File: src/rtl/ram_bit_stream_reader.sv
// Serial bit-stream reader for a 1-bit block RAM read port.
// Absorbs the one-cycle read latency and delivers a valid/ready stream through a 2-entry buffer.
module ram_bit_stream_reader #(
    parameter int unsigned ADDR_WIDTH = 14,
    parameter int unsigned LEN_WIDTH  = 15
) (
    input  logic                  clk,
    input  logic                  rst_n,
    input  logic                  start,
    input  logic [ADDR_WIDTH-1:0] start_addr,
    input  logic [LEN_WIDTH-1:0]  length,
    output logic                  busy,
    output logic                  done,
    output logic                  ram_en,
    output logic [ADDR_WIDTH-1:0] ram_addr,
    input  logic                  ram_do,
    output logic                  data_out,
    output logic                  data_valid,
    input  logic                  data_ready
);

    typedef enum logic [1:0] {IDLE, RUN, FLUSH} state_t;

    state_t                state;
    logic [ADDR_WIDTH-1:0] rd_addr;
    logic [LEN_WIDTH-1:0]  rd_left;
    logic [LEN_WIDTH-1:0]  out_left;
    logic [1:0]            buf_q;
    logic [1:0]            cnt;
    logic                  in_flight;

    logic                  pop;
    logic [1:0]            cnt_nxt;
    logic [LEN_WIDTH-1:0]  out_left_nxt;
    logic                  room;

    // The bit returning on ram_do is the logical tail of the buffer; it heads the stream when nothing is buffered.
    assign data_valid   = (cnt != 2'd0) || in_flight;
    assign data_out     = (cnt != 2'd0) ? buf_q[0] : (in_flight & ram_do);
    assign pop          = data_valid && data_ready;
    assign cnt_nxt      = cnt + 2'(in_flight) - 2'(pop);
    assign out_left_nxt = pop ? out_left - LEN_WIDTH'(1) : out_left;
    // A read issued now lands after the one presented this cycle; both must fit in the buffer.
    assign room         = (3'(cnt_nxt) + 3'(ram_en)) < 3'd2;

    // Output buffer: captures every returned bit, shifts on pop.
    always_ff @(posedge clk or negedge rst_n) begin
        if (!rst_n) begin
            buf_q     <= 2'b00;
            cnt       <= 2'd0;
            in_flight <= 1'b0;
        end else begin
            in_flight <= ram_en;
            cnt       <= cnt_nxt;
            if (pop) begin
                if (cnt == 2'd2) begin
                    buf_q[0] <= buf_q[1];
                    if (in_flight) buf_q[1] <= ram_do;
                end else if (cnt == 2'd1 && in_flight) begin
                    buf_q[0] <= ram_do;
                end
            end else if (in_flight) begin
                if (cnt == 2'd0) buf_q[0] <= ram_do;
                else             buf_q[1] <= ram_do;
            end
        end
    end

    // Sequencer: read issue, length tracking and completion.
    always_ff @(posedge clk or negedge rst_n) begin
        if (!rst_n) begin
            state    <= IDLE;
            rd_addr  <= '0;
            rd_left  <= '0;
            out_left <= '0;
            ram_en   <= 1'b0;
            ram_addr <= '0;
            busy     <= 1'b0;
            done     <= 1'b0;
        end else begin
            ram_en   <= 1'b0;
            done     <= 1'b0;
            out_left <= out_left_nxt;
            case (state)
                IDLE: begin
                    busy <= 1'b0;
                    if (start && !done) begin
                        out_left <= length;
                        if (length == '0) begin
                            done <= 1'b1;
                        end else begin
                            state    <= RUN;
                            busy     <= 1'b1;
                            ram_en   <= 1'b1;
                            ram_addr <= start_addr;
                            rd_addr  <= start_addr + ADDR_WIDTH'(1);
                            rd_left  <= length - LEN_WIDTH'(1);
                        end
                    end
                end
                RUN: begin
                    if (rd_left == '0) begin
                        state <= FLUSH;
                    end else if (room) begin
                        ram_en   <= 1'b1;
                        ram_addr <= rd_addr;
                        rd_addr  <= rd_addr + ADDR_WIDTH'(1);
                        rd_left  <= rd_left - LEN_WIDTH'(1);
                    end
                end
                FLUSH: begin
                    if (out_left_nxt == '0) begin
                        done  <= 1'b1;
                        state <= IDLE;
                    end
                end
                default: state <= IDLE;
            endcase
        end
    end

endmodule

File: config.mk
export PLATFORM = sky130hd
export DESIGN_NAME = ram_bit_stream_reader
export DESIGN_NICKNAME = d
export VERILOG_FILES = /design/src/rtl/ram_bit_stream_reader.sv
export SDC_FILE = /design/constraint.sdc
export NUM_CORES = 1
export LEC_CHECK = 0
export BUFFER_PORTS_ARGS = -buffer_cell sky130_fd_sc_hd__buf_2
export CAP_MARGIN = 40
export CORE_MARGIN = 1
export CORE_UTILIZATION = 30
export CTS_CLUSTER_SIZE = 30
export DETAILED_ROUTE_END_ITERATION = 10
export PLACE_DENSITY = 0.47
export REMOVE_ABC_BUFFERS = 1
export SLEW_MARGIN = 30
export SYNTH_ARGS = -nofsm -noshare
export SYNTH_HDL_FRONTEND = slang
export SYNTH_SLANG_ARGS = --single-unit
File: constraint.sdc
create_clock -name clk -period 8.2 [get_ports clk]
set_input_delay 0.41 -clock clk [delete_from_list [all_inputs] [get_ports clk]]
set_output_delay 0.41 -clock clk [all_outputs]
set_load 0.01 [all_outputs]
* Word level (Yosys, flattened, before mapping)
Index checks and enable logic that the tools add are counted.
Widths: inputs -> output; s select.
** Word-level totals
- Register bits :: 68
- Input bits :: 34
- Output and inout bits :: 19
** Cells by class
- Add/sub/neg operators :: 8
- Magnitude comparators :: 1
- Equal/unequal tests :: 14
- Multiplexer cells :: 41
- Bitwise logic cells :: 1
- Reductions and logical operators :: 18
** Operators by type and width (count)
- $mux 14 :: 8
- $mux 15 :: 7
- $pmux 14 s2 :: 2
- $logic_not 15->1 :: 3
- $sub 15x1->15 const B :: 3
- $pmux 15 s2 :: 1
- $add 14x1->14 const B :: 2
- $ne 2x2->1 const B :: 8
- $mux 1 :: 14
- $mux 2 :: 6
- $reduce_and 4->1 :: 2
- $reduce_bool 2->1 :: 4
- $pmux 2 s3 :: 1
- $reduce_and 5->1 :: 1
- $eq 2x1->1 const B :: 2
- $eq 2x2->1 const B :: 2
- $logic_not 2->1 :: 2
- $pmux 1 s2 :: 2
- $add 2x1->3 :: 1
- $logic_and 1x1->1 :: 3
- $lt 3x2->1 const B :: 1
- $ne 3x1->1 const B :: 1
- $reduce_and 3->1 :: 1
- $add 2x1->2 :: 1
- 5 further kinds :: 5

* Depth between registers and ports, before layout
Gate-level depths: netlist (run 1).
- Depth after elaboration :: 9
- Mapped depth :: 13
- Gate-level depth less buffers :: 10

* Worst setup path after synthesis (run 1)
No wires, ideal clock.
- Path type :: register to register
- Start point :: register cnt[0]
- End point :: register rd_left[9]
- Arrival time :: 2.810 ns
- Data required time :: 8.080 ns
- Slack :: 5.270 ns
- Cell stages (with the launch flop) :: 12
- Cells stage by stage :: dfrtp_1 clkbuf_1 o31ai_4 ha_1 ha_1 xnor2_1 xnor2_1 nor3b_4 clkbuf_1 nand4_1 o21a_1 o211a_1
** On the way
- Word-level cells in the longest chain between the ends :: 8
- Elaborated cells between the ends (all ways) :: 9
- Those cells by class :: 3 x add/sub; 1 x order compare; 1 x eq/ne; 4 x reduce/logical
** Ends and longest elaborated chain
- start, declared :: RTL line 29 : logic [1:0] cnt;
- start signal, assigned :: RTL line 54 : cnt <= cnt_nxt;
- branches (longest 3 deep; another with $add 2x1->2)
- $sub 2x1->2 * :: RTL line 41 : assign cnt_nxt = cnt + 2'(in_flight) - 2'(pop);
- net cnt_nxt[1] :: RTL line 33 : logic [1:0] cnt_nxt;
- $add 2x1->3 * :: RTL line 44 : assign room = (3'(cnt_nxt) + 3'(ram_en)) < 3'd2;
- $lt 3x2->1 * :: RTL line 44
- $ne 2x2->1 (no line) *
- $reduce_and 5->1 (no line) *
- end signal, assigned :: RTL line 97 : rd_left <= length - LEN_WIDTH'(1);
- end signal, assigned :: RTL line 108 : rd_left <= rd_left - LEN_WIDTH'(1);
- end, declared :: RTL line 26 : logic [LEN_WIDTH-1:0] rd_left;
Mark *: on every way through the listed nets, which the timed path passes.
A chain may end at the register's enable or synchronous reset.

* Final worst setup path (run 1)
- Start point :: register cnt[1]
- End point :: register rd_left[7]
The elaborated chain is that of the path after synthesis.

==> results of run 1 <==
## kinds of logic after synthesis
| logic type | share of synthesized area, % |
|---|---|
| mux | 7.019 |
| fa+ha+maj | 1.577 |
| xor+xnor | 3.496 |
| compound gates | 23.05 |
| simple gates | 24.74 |
| flops | 35.75 |
| buf+inv | 4.364 |
## power groups by stage
stage | combinational, mW | sequential (mW) | clock [mW]
after global routing | 1.17 | 0.631 | 0.390
final | 1.03 | 0.606 | 0.368
after detailed placement | 1.04 | 0.613 | 0
after floorplan | 0.697 | 0.596 | 0
after global placement | 0.983 | 0.605 | 0
after CTS | 1.04 | 0.608 | 0.379
## cells in the final DEF (no fill, tap or decap), types with 4 or more instances in the layout
cell type / instances
a22o_1: 8
clkbuf_16: 9
dfrtp_1: 68
a211oi_1: 19
xor2_1: 7
buf_4: 4
nand4_1: 9
nor3_2: 4
mux2i_1: 24
nor4_1: 8
or3_1: 5
o221ai_1: 4
a31oi_1: 10
nand3_1: 14
nor3_1: 18
nor2_1: 55
mux2_2: 5
inv_1: 7
o21ai_0: 34
o21a_1: 5
nand2b_1: 6
ha_1: 6
buf_2: 51
o21ai_1: 5
a21oi_1: 37
xnor2_1: 12
nand2_1: 75
a221oi_1: 4
o32ai_1: 4
## metrics by stage
stage | worst slack, ps | power [mW] | instance area, um^2 | hold slack (ps)
floorplan | 3487 | 1.293 | 4582 | 114.4
global placement | 4551 | 1.588 | 5147 | 416.3
detailed placement | 4641 | 1.653 | 5206 | 379.6
CTS | 4626 | 2.033 | 5483 | 9.424
global route | 4335 | 2.187 | 5483 | 34.95
finish | 4671 | 2.008 | 5483 | 4.233
## flip-flops by register name, summed over array words and instances, names as in the netlist
register / cells
in_flight: 1
busy: 1
cnt: 2
rd_addr: 14
out_left: 15
buf_q: 2
state: 2
done: 1
ram_en: 1
ram_addr: 14
rd_left: 15
## area by class of cell
type / instances / area, um^2 / share of cell area (%)
clock inverter: 2 / 10.01 / 0.1826
inverter: 8 / 30.03 / 0.5477
sequential: 68 / 1702 / 31.04
tap: 211 / 264.0 / 4.815
timing repair buffer: 58 / 344.1 / 6.276
multi-input combinational: 442 / 2867 / 52.28
clock buffer: 12 / 266.5 / 4.861
## cells in the mapped netlist (6+ instances only)
cell      number
ha_1           6
nand2b_1       6
nand2_1       75
a211oi_1      19
a22o_1         8
buf_2         15
a31oi_1       10
xnor2_1       12
nor2_1        55
mux2i_1       24
nor4_1         8
dfrtp_1       68
o21ai_0       34
nor3_1        18
nand3_1       14
xor2_1         7
nand4_1        9
clkbuf_1      11
inv_1          7
a21oi_1       37
## critical path: cells and delay by family (launching register included)
kind	cells	cell delay [ps]
AO/OA/AOI/OAI	3	860
XOR/XNOR	2	350
adder cells (fa/ha/maj)	2	510
buffers and inverters	3	880
flip-flops	1	480
AND/OR/NAND/NOR	2	330
## per-layer routing
metal / wire length, um / track usage (%) / up-vias
met5: 0 / 0 / -
met4: 259 / 8.028 / 0
met3: 660 / 2.796 / 16
met2: 6283 / 28.68 / 88
met1: 6466 / 24.61 / 2125
li1: - / - / 2112
## path summary, 6_finish.rpt
| path | startpoint | to | slack, ps | cells after the start |
|---|---|---|---|---|
| max | cnt[1] | rd_left[7] | 4670 | 12 |
| min | rst_n | out_left[4] | 4 | 1 |
| max reg2reg | cnt[1] | rd_left[7] | 4670 | 12 |
| min reg2reg | ram_en | in_flight | 410 | 0 |
| max in group asynchronous | rst_n | ram_addr[4] | 7640 | 2 |
| min in group clk | start_addr[13] | ram_addr[13] | 340 | 3 |
==> qor.yml, run 1 <==
drtPass1Iterations: 4
grt_util_all_layers_pct: 18.18
cts_setup_buffers: 0
synth_edf_count: 0
postSynthAreaPerCell_um2: 8.638
leakage_nw: 2.220
wl_mm: 13.67
yosys-top-cells-area: "dfrtp_1 36%, nand2_1 5.9%, mux2i_1 5.0%"
final.min_clock_period_ps: 3529
max_stage_delay_ps: 480
crit_slowest_cell: "dfrtp_1"
critPathKind: "flip-flop to flip-flop"
final_cells: 801
dr_total_vias: 4341
io_pins: 53
clock_skew_ps: 4.713
syn_area_um2: 4760
clkLatencyLatePin_ps: 340
ctsHtreeMaxLevel: 3
swShare_pct: 45.79
viasPerCell: 5.419
die_h_um: 128.0
gp_congestion: 0.8060
hold_class: "input port to async pin"
ant_nets: 0
cp_max_fo: 34
synth_top_area_cell: "dfrtp_1"
path_clk_slew_ps: 50
slew_headroom_pct: 47.86
max_freq_mhz: 283.4
dieArea_um2: 16370
fin_nets: 627
drive_gt1_share_pct: 17.63
cts_root_buf: "clkbuf_16"
grt_max_degree: 64
synth_async_sr_flop_share_pct: 100.0
overflow: 0
synth_flop_cell: "dfrtp_1"
place.detailed.hpwl_mm: 9.566
critPathArrivalTime_ps: 3770
chipWidth_um: 128.0
cp_data_required_time_ps: 8440
numCtsBuffers: 9
finalMaxSlewViolations: 0
worstSetupStartpointType: "flip-flop"
tns_ps: 0
clock_sinks: 68
drt_iter0_drc: 337
ir_drop_uv: 187.2
hold_viol_final: 0
synth-warning-count: 0
start_util_pct: 31.08
grt_setup_unrepaired: "false"
path_cells: "o31ai_4 > ha_1 > ha_1 > xnor2_1 > xnor2_1 > nor3b_4 > buf_4 > nor2_8 > inv_2 > buf_12 > o21ai_1 > a221oi_1"
core_area_um2: 15310
status: "completed"
p_comb_share_pct: 51.5
wl_per_cell_um: 17.06
grt_antenna_before_repair: 0
p_per_area_nw_per_um2: 366.3
yosysSeqAreaShare_pct: 35.75
tightestPinTransition_ps: 775.4
finalSetupViolCount: 0
cts_tree: "yes"
grt_first_pass_wirelength_mm: 23.05
ys_ff_latch: 68
drc_errors: 0
area_growth_pct: 15.19
final_util_pct: 35.80
syn-instance-count: 551
power_frac_clock_pct: 18.3
synth_cell_types: 78
grt_pass1_vias: 4278
synth_top_area_share_pct: 35.75
port_buffers: 52
cts_resized: 0
end_kind: "flip-flop"
nFillCells: 1632
p_int_mw: 1.089
cts_hold_buf: 0
num_rows: 45
dp_cells: 787
drv_cap: 0
p_switching_mw: 0.9197
cts_max_path_buffers: 2
antenna_cells: 0
fin_crit_sh_pct: 43.04
seqPwrFrac_pct: 30.2
(Power assumes the default switching activity.)
==> run 2: changes to the inputs <==
--- a/config.mk
+++ b/config.mk
@@ -11,7 +11,7 @@
 export CORE_UTILIZATION = 30
 export CTS_CLUSTER_SIZE = 30
 export DETAILED_ROUTE_END_ITERATION = 10
-export PLACE_DENSITY = 0.47
+export PLACE_DENSITY = 0.49
 export REMOVE_ABC_BUFFERS = 1
 export SLEW_MARGIN = 30
 export SYNTH_ARGS = -nofsm -noshare
==> constraint.sdc (replaced) <==
create_clock -name clk -period 3 [get_ports clk]
set_input_delay 0.15 -clock clk [delete_from_list [all_inputs] [get_ports clk]]
set_output_delay 0.15 -clock clk [all_outputs]
set_load 0.01 [all_outputs]
==> run 2 against run 1 <==
Wire length increased by 3.0%. Total power increased to 2.8 times the previous value. Clock power increased to 2.9 times the previous value. Critical path depth decreased by 1. Clock-buffer cell count increased by 1. Worst setup slack got worse by 4400 ps. Non-clock buffer count increased by 17. Sequential cell count unchanged. Sequential share of layout area decreased by 0.85 points. Clock skew increased by 2.8 ps. Global-route usage increased by 0.069 points. Critical path type unchanged. Critical endpoint is now rd_left[9]. Largest power group unchanged.
==> qor.yml, run 2 (synthesis gave the netlist of run 1 again) <==
ant_nets: 0  # unchanged
critPathKind: "flip-flop to flip-flop"  # unchanged
cts_max_path_buffers: 2  # unchanged
grt_first_pass_wirelength_mm: 22.93  # was 23.05 mm
p_comb_share_pct: 52.5  # was 51.5%
fin_crit_sh_pct: 90.72  # was 43.04%
worstSetupStartpointType: "flip-flop"  # unchanged
clkLatencyLatePin_ps: 350  # was 340 ps
hold_path_depth: 2
dieArea_um2: 16370  # unchanged
slew_headroom_pct: 58.43  # was 47.86%
ctsHtreeMaxLevel: 3  # unchanged
swShare_pct: 45.08  # was 45.79%
fin_nets: 644  # was 627
power_frac_clock_pct: 18.8  # was 18.3%
p_switching_mw: 2.561  # was 0.9197 mW
finalSetupViolCount: 0  # unchanged
seqPwrFrac_pct: 28.8  # was 30.2%
num_rows: 45  # unchanged
max_freq_mhz: 367.4  # was 283.4 MHz
cp_max_fo: 24  # was 34
wl_per_cell_um: 17.19  # was 17.06 um
place.detailed.hpwl_mm: 9.928  # was 9.566 mm
hold_viol_final: 0  # unchanged
area_growth_pct: 18.43  # was 15.19%
numCtsBuffers: 9  # unchanged
cp_data_required_time_ps: 3230  # was 8440 ps
drt_iter0_drc: 249  # was 337
status: "completed"  # unchanged
end_kind: "flip-flop"  # unchanged
drv_cap: 0  # unchanged
io_pins: 53  # unchanged
top_regs: "out_left x15, rd_left x15"  # unchanged
finalMaxSlewViolations: 0  # unchanged
dp_cells: 803  # was 787
die_h_um: 128.0  # unchanged
final.min_clock_period_ps: 2722  # was 3529 ps
start_util_pct: 31.08  # unchanged
clock_skew_ps: 7.509  # was 4.713 ps
p_int_mw: 3.121  # was 1.089 mW
clock_sinks: 68  # unchanged
critPathArrivalTime_ps: 2950  # was 3770 ps
tightestPinTransition_ps: 623.5  # was 775.4 ps
grt_max_degree: 52  # was 64
drc_errors: 0  # unchanged
ir_drop_uv: 441.0  # was 187.2 uV
final_cells: 819  # was 801
grt_pass1_vias: 4319  # was 4278
grt_antenna_before_repair: 0  # unchanged
finalPower_mw: 5.682  # was 2.008 mW
path_clk_slew_ps: 50  # about the same
wl_mm: 14.08  # was 13.67 mm
cts_tree: "yes"  # unchanged
overflow: 0  # unchanged
hold_class: "input port to flip-flop"  # was input port to async pin
final_cell_mix: "75 x nand2_1, 68 x dfrtp_1, 55 x nor2_1"  # unchanged
dr_total_vias: 4389  # was 4341
drtPass1Iterations: 5  # was 4
gp_congestion: 0.7930  # was 0.8060
leakage_nw: 2.306  # was 2.220 nW
pre_cts_slack_ps: 263.0  # was 4641 ps
cts_root_buf: "clkbuf_16"  # unchanged
chipWidth_um: 128.0  # unchanged
grt_setup_unrepaired: "false"  # unchanged
core_area_um2: 15310  # unchanged
reg2reg_depth: 11  # was 12
antenna_cells: 0  # unchanged
fin_ws_ps: 278.4  # was 4671 ps
p_per_area_nw_per_um2: 1008  # was 366.3 nW/um^2
grt_util_all_layers_pct: 18.25  # was 18.18%
drive_gt1_share_pct: 19.57  # was 17.63%
port_buffers: 52  # unchanged
viasPerCell: 5.359  # was 5.419
final_common_cell: "nand2_1"  # unchanged
run 2: cell type report:
class | count | area (um^2)
Fill cell | 1620 | 9678
Tap cell | 211 | 264.0
Clock buffer | 13 | 250.2
Inverter | 8 | 30.03
Clock inverter | 2 | 35.03
Timing Repair Buffer | 75 | 483.0
Sequential cell | 68 | 1702
Multi-Input combinational cell | 442 | 2873
run 2: final timing paths:
kind | startpoint | endpoint | slack [ps]
hold / removal | ram_do | buf_q[1] | 90
hold reg to reg | ram_en | in_flight | 410
min in group asynchronous | rst_n | out_left[0] | 270
setup reg to reg | in_flight | rd_left[9] | 280
max in group asynchronous | rst_n | rd_addr[1] | 2170
setup / recovery | in_flight | rd_left[9] | 280
run 2: routing by layer:
metal | wire length [um] | vias up | global-route usage, % | share of wire [%]
met5 | 0 | - | 0 | 0
met4 | 236 | 0 | 7.474 | 1.7
met3 | 603 | 12 | 2.755 | 4.3
met2 | 6600 | 96 | 29.16 | 47
met1 | 6633 | 2136 | 24.65 | 47
li1 | - | 2145 | - | -
run 2: critical path: stages (launching register included):
cell and delay, ps:
dfrtp_1 460, o31ai_4 220, buf_4 200, inv_1 70, ha_1 190, xnor2_1 190, xnor2_1 150, nor3b_4 320
buf_4 370, nand4_1 130, o21a_1 130, o211a_1 190
run 2: repair_timing:
item	4_1_cts	5_1_grt
endpoints found under the setup margin	0	2
resized for setup	0	1
hold endpoints to repair	25	0
buffers inserted	0	0
hold buffers	1	0
run 2: power by group through the flow:
stage          clock [mW]  combinational, mW  sequential [mW]
6_report             1.07               2.98             1.63
4_1_cts              1.10               3.01             1.63
2_1_floorplan           0               1.91             1.63
3_3_place_gp            0               2.95             1.63
5_1_grt              1.13               3.35             1.70
3_5_place_dp            0               3.00             1.65
run 2: metrics by stage:
step           TNS (ps)  utilization (%)  hold WS [ps]  cell area, um^2
2_1_floorplan    -42420                -        -145.6             4582
6_report              0            36.81         92.95             5637
3_3_place_gp          0            34.66         362.4             5308
4_1_cts               0            36.76         79.96             5630
3_5_place_dp          0            34.84         105.3             5335
5_1_grt               0            36.81         88.93             5637
==> run 3: changes to the inputs <==
--- a/config.mk
+++ b/config.mk
@@ -5,6 +5,7 @@
 export SDC_FILE = /design/constraint.sdc
 export NUM_CORES = 1
 export LEC_CHECK = 0
+export ABC_AREA = 1
 export BUFFER_PORTS_ARGS = -buffer_cell sky130_fd_sc_hd__buf_2
 export CAP_MARGIN = 40
 export CORE_MARGIN = 1
==> constraint.sdc (replaced) <==
create_clock -name clk -period 2.5 [get_ports clk]
set_input_delay 0.125 -clock clk [delete_from_list [all_inputs] [get_ports clk]]
set_output_delay 0.125 -clock clk [all_outputs]
set_load 0.01 [all_outputs]
==> run 3 against run 2 <==
Sequential share of layout area is 2.3 points higher. Die area is 6.5% lower. Cell count is 7.0% higher. Critical path type unchanged. Critical endpoint is now rd_addr[9]. Largest cell class unchanged.
==> qor.yml, run 3 <==
final_common_cell: "nand2_1"  # unchanged
min_from: "length[0]"  # was ram_do
final_util_pct: 36.15  # was 36.81%
ir_drop_uv: 529.5  # was 441.0 uV
ctsHtreeMaxLevel: 3  # unchanged
cts_resized: 0  # unchanged
path_clk_slew_ps: 60  # was 50 ps
viasPerCell: 4.465  # was 5.359
synth_top_family_by_area: "simple AND/OR/NAND/NOR gates"  # unchanged
synth_cell_types: 35  # was 78
finalSetupViolCount: 0  # unchanged
slew_headroom_pct: 71.67  # was 58.43%
r2r_slack_ps: 210  # was 280 ps
num_rows: 44  # was 45
clkLatencyLatePin_ps: 340  # was 350 ps
syn-instance-count: 631  # was 551
drv_cap: 0  # unchanged
synth.cells.most_frequent: "205 x nand2_1, 77 x inv_1, 74 x nor2_1"  # was 75 x nand2_1, 68 x dfrtp_1, 55 x nor2_1
worst_r2r_startpoint: "cnt[0]"  # was in_flight
status: "completed"  # unchanged
fin_crit_sh_pct: 91.51  # was 90.72%
synth_compound_area_share_pct: 12.67  # was 23.05%
clock_sinks: 68  # unchanged
drt_iter0_drc: 224  # was 249
dr_total_vias: 3911  # was 4389
post-synth-top-count-cell: "nand2_1"  # unchanged
finalMaxSlewViolations: 0  # unchanged
grt_first_pass_wirelength_mm: 18.40  # was 22.93 mm
synth_xor_area_share_pct: 3.548  # was 3.496%
drive_gt1_share_pct: 18.93  # was 19.57%
numCtsBuffers: 9  # unchanged
place.detailed.hpwl_mm: 8.184  # was 9.928 mm
hold_path_depth: 3  # was 2
synthMuxAreaShare_pct: 0  # was 7.019%
tightestPinTransition_ps: 425.0  # was 623.5 ps
cp_data_required_time_ps: 2750  # was 3230 ps
ant_nets: 0  # unchanged
area_growth_pct: 17.80  # was 18.43%
hold_end: "out_left[0]"  # was buf_q[1]
postSynthAreaPerCell_um2: 7.041  # was 8.638 um^2
critPathArrivalTime_ps: 2540  # was 2950 ps
synth_flop_cell: "dfrtp_1"  # unchanged
core_area_um2: 14480  # was 15310 um^2
io_pins: 53  # unchanged
final.min_clock_period_ps: 2288  # was 2722 ps
antenna_cells: 0  # unchanged
dieArea_um2: 15300  # was 16370 um^2
chipWidth_um: 123.7  # was 128.0 um
drtPass1Iterations: 4  # was 5
hold_class: "input port to flip-flop"  # unchanged
worstSetupStartpointType: "flip-flop"  # unchanged
synthAdderAreaFrac_pct: 1.690  # was 1.577%
synth-simple-area-share_pct: 34.22  # was 24.74%
grt_util_all_layers_pct: 15.59  # was 18.25%
top_regs: "out_left x15, rd_left x15"  # unchanged
synth-warning-count: 0  # unchanged
ys_ff_latch: 68  # unchanged
overflow: 0  # unchanged
clock_skew_ps: 5.720  # was 7.509 ps
leakage_nw: 2.637  # was 2.306 nW
critPathKind: "flip-flop to flip-flop"  # unchanged
die_h_um: 123.7  # was 128.0 um
synth_edf_count: 0  # unchanged
wl_per_cell_um: 12.37  # was 17.19 um
fin_nets: 727  # was 644
syn_area_um2: 4443  # was 4760 um^2
drc_errors: 0  # unchanged
start_util_pct: 30.69  # was 31.08%
cts_tree: "yes"  # unchanged
dp_cells: 858  # was 803
final_cells: 876  # was 819
synth_top_area_cell: "dfrtp_1"  # unchanged
grt_pass1_vias: 3835  # was 4319
max_freq_mhz: 437.1  # was 367.4 MHz
wl_mm: 10.84  # was 14.08 mm
yosys-top-cells-area: "dfrtp_1 38%, nand2_1 17%, inv_1 6.5%"  # was dfrtp_1 36%, nand2_1 5.9%, mux2i_1 5.0%
p_per_area_nw_per_um2: 1331  # was 1008 nW/um^2
worst_r2r_endpoint: "rd_addr[9]"  # was rd_left[9]
port_buffers: 52  # unchanged
yosysSeqAreaShare_pct: 38.30  # was 35.75%
reg2reg_depth: 11  # unchanged
cts_max_path_buffers: 2  # unchanged
grt_antenna_before_repair: 0  # unchanged
synth_top_area_share_pct: 38.30  # was 35.75%
grt_setup_unrepaired: "false"  # unchanged
gp_congestion: 0.8192  # was 0.7930
synth_async_sr_flop_share_pct: 100.0  # unchanged
end_kind: "flip-flop"  # unchanged
cts_root_buf: "clkbuf_16"  # unchanged
final_cell_mix: "205 x nand2_1, 77 x inv_1, 74 x nor2_1"  # was 75 x nand2_1, 68 x dfrtp_1, 55 x nor2_1
grt_max_degree: 53  # was 52
hold_viol_final: 0  # unchanged
cp_max_fo: 35  # was 24
[run 3: cell types whose count changed in the layout (fill, tap and decap cells not counted), sizes merged, moves of 10 or more]
cell,change
nand2,+144
nor3,-20
inv,+72
a21oi,-31
nand3,+22
a211oi,-21
nor4,-10
buf,-13
nor2,+32
o21ai,+29
mux2i,-24
[run 3: layer usage]
| metal | share of wire (%) | GRT usage, % |
|---|---|---|
| met1 | 48 | 20.02 |
| met2 | 47 | 25.94 |
| met3 | 3.6 | 2.793 |
| met5 | 0 | 0 |
| met4 | 1.7 | 5.949 |
[run 3: stage by stage]
stage	TNS (ps)	total power [mW]	area, um^2	hold WS (ps)	setup slack (ps)
after floorplan	-6682	4.670	4318	-170.6	-289.6
after global placement	0	5.700	4906	238.8	294.5
after detailed placement	0	5.774	4906	252.2	200.6
after CTS	0	7.065	5206	28.77	179.7
after global routing	0	7.675	5234	55.86	0.5276
final	0	6.967	5234	29.73	212.2
[run 3: layout make-up]
| type | count | area (um^2) |
|---|---|---|
| fill | 1558 | 9245 |
| tap | 184 | 230.2 |
| sequential | 68 | 1702 |
| clock buffer | 13 | 270.3 |
| clock inverter | 3 | 20.02 |
| timing repair buffer | 62 | 395.4 |
| multi-input combinational | 466 | 2316 |
| inverter | 80 | 300.3 |
[run 3: logic make-up after synthesis]
logic type | count (synthesis)
buf+inv | 97
compound gates | 87
simple gates | 355
fa+ha+maj | 6
xor+xnor | 18
flops | 68
[run 3: report_power, final]
part / internal [mW] / switching (mW) / total, mW
Combinational: 1.29 / 2.43 / 3.72
Clock: 0.751 / 0.491 / 1.24
Sequential: 1.66 / 0.344 / 2.00
Total: 3.70 / 3.26 / 6.97
[run 3: worst max-delay path, stage by stage, from the launching register on]
cell      delay (ps)
dfrtp_1          420
nor2_2           200
nand2_2          110
nand2_2           80
ha_1             220
ha_1             290
nand2_1           60
nand3_1          110
o21ai_2          200
buf_12           220
nand2_1          100
o211ai_1         170
[run 3: how the worst max path moves through the flow]
stage | from | end | slack, ps | cells past startpoint
6_report | cnt[0] | rd_addr[9] | 210 | 11
5_1_grt | cnt[0] | rd_addr[11] | 0.5 | 11
4_1_cts | cnt[0] | rd_addr[9] | 180 | 11
3_5_place_dp | cnt[0] | rd_addr[9] | 200 | 11
3_3_place_gp | cnt[1] | rd_addr[10] | 290 | 13
2_1_floorplan | cnt[1] | rd_addr[0] | -290 | 11
[run 3: repair_timing]
action / CTS / global route
buffers inserted: 0 / 0
hold buffers: 1 / 0
hold endpoints to repair: 27 / 0
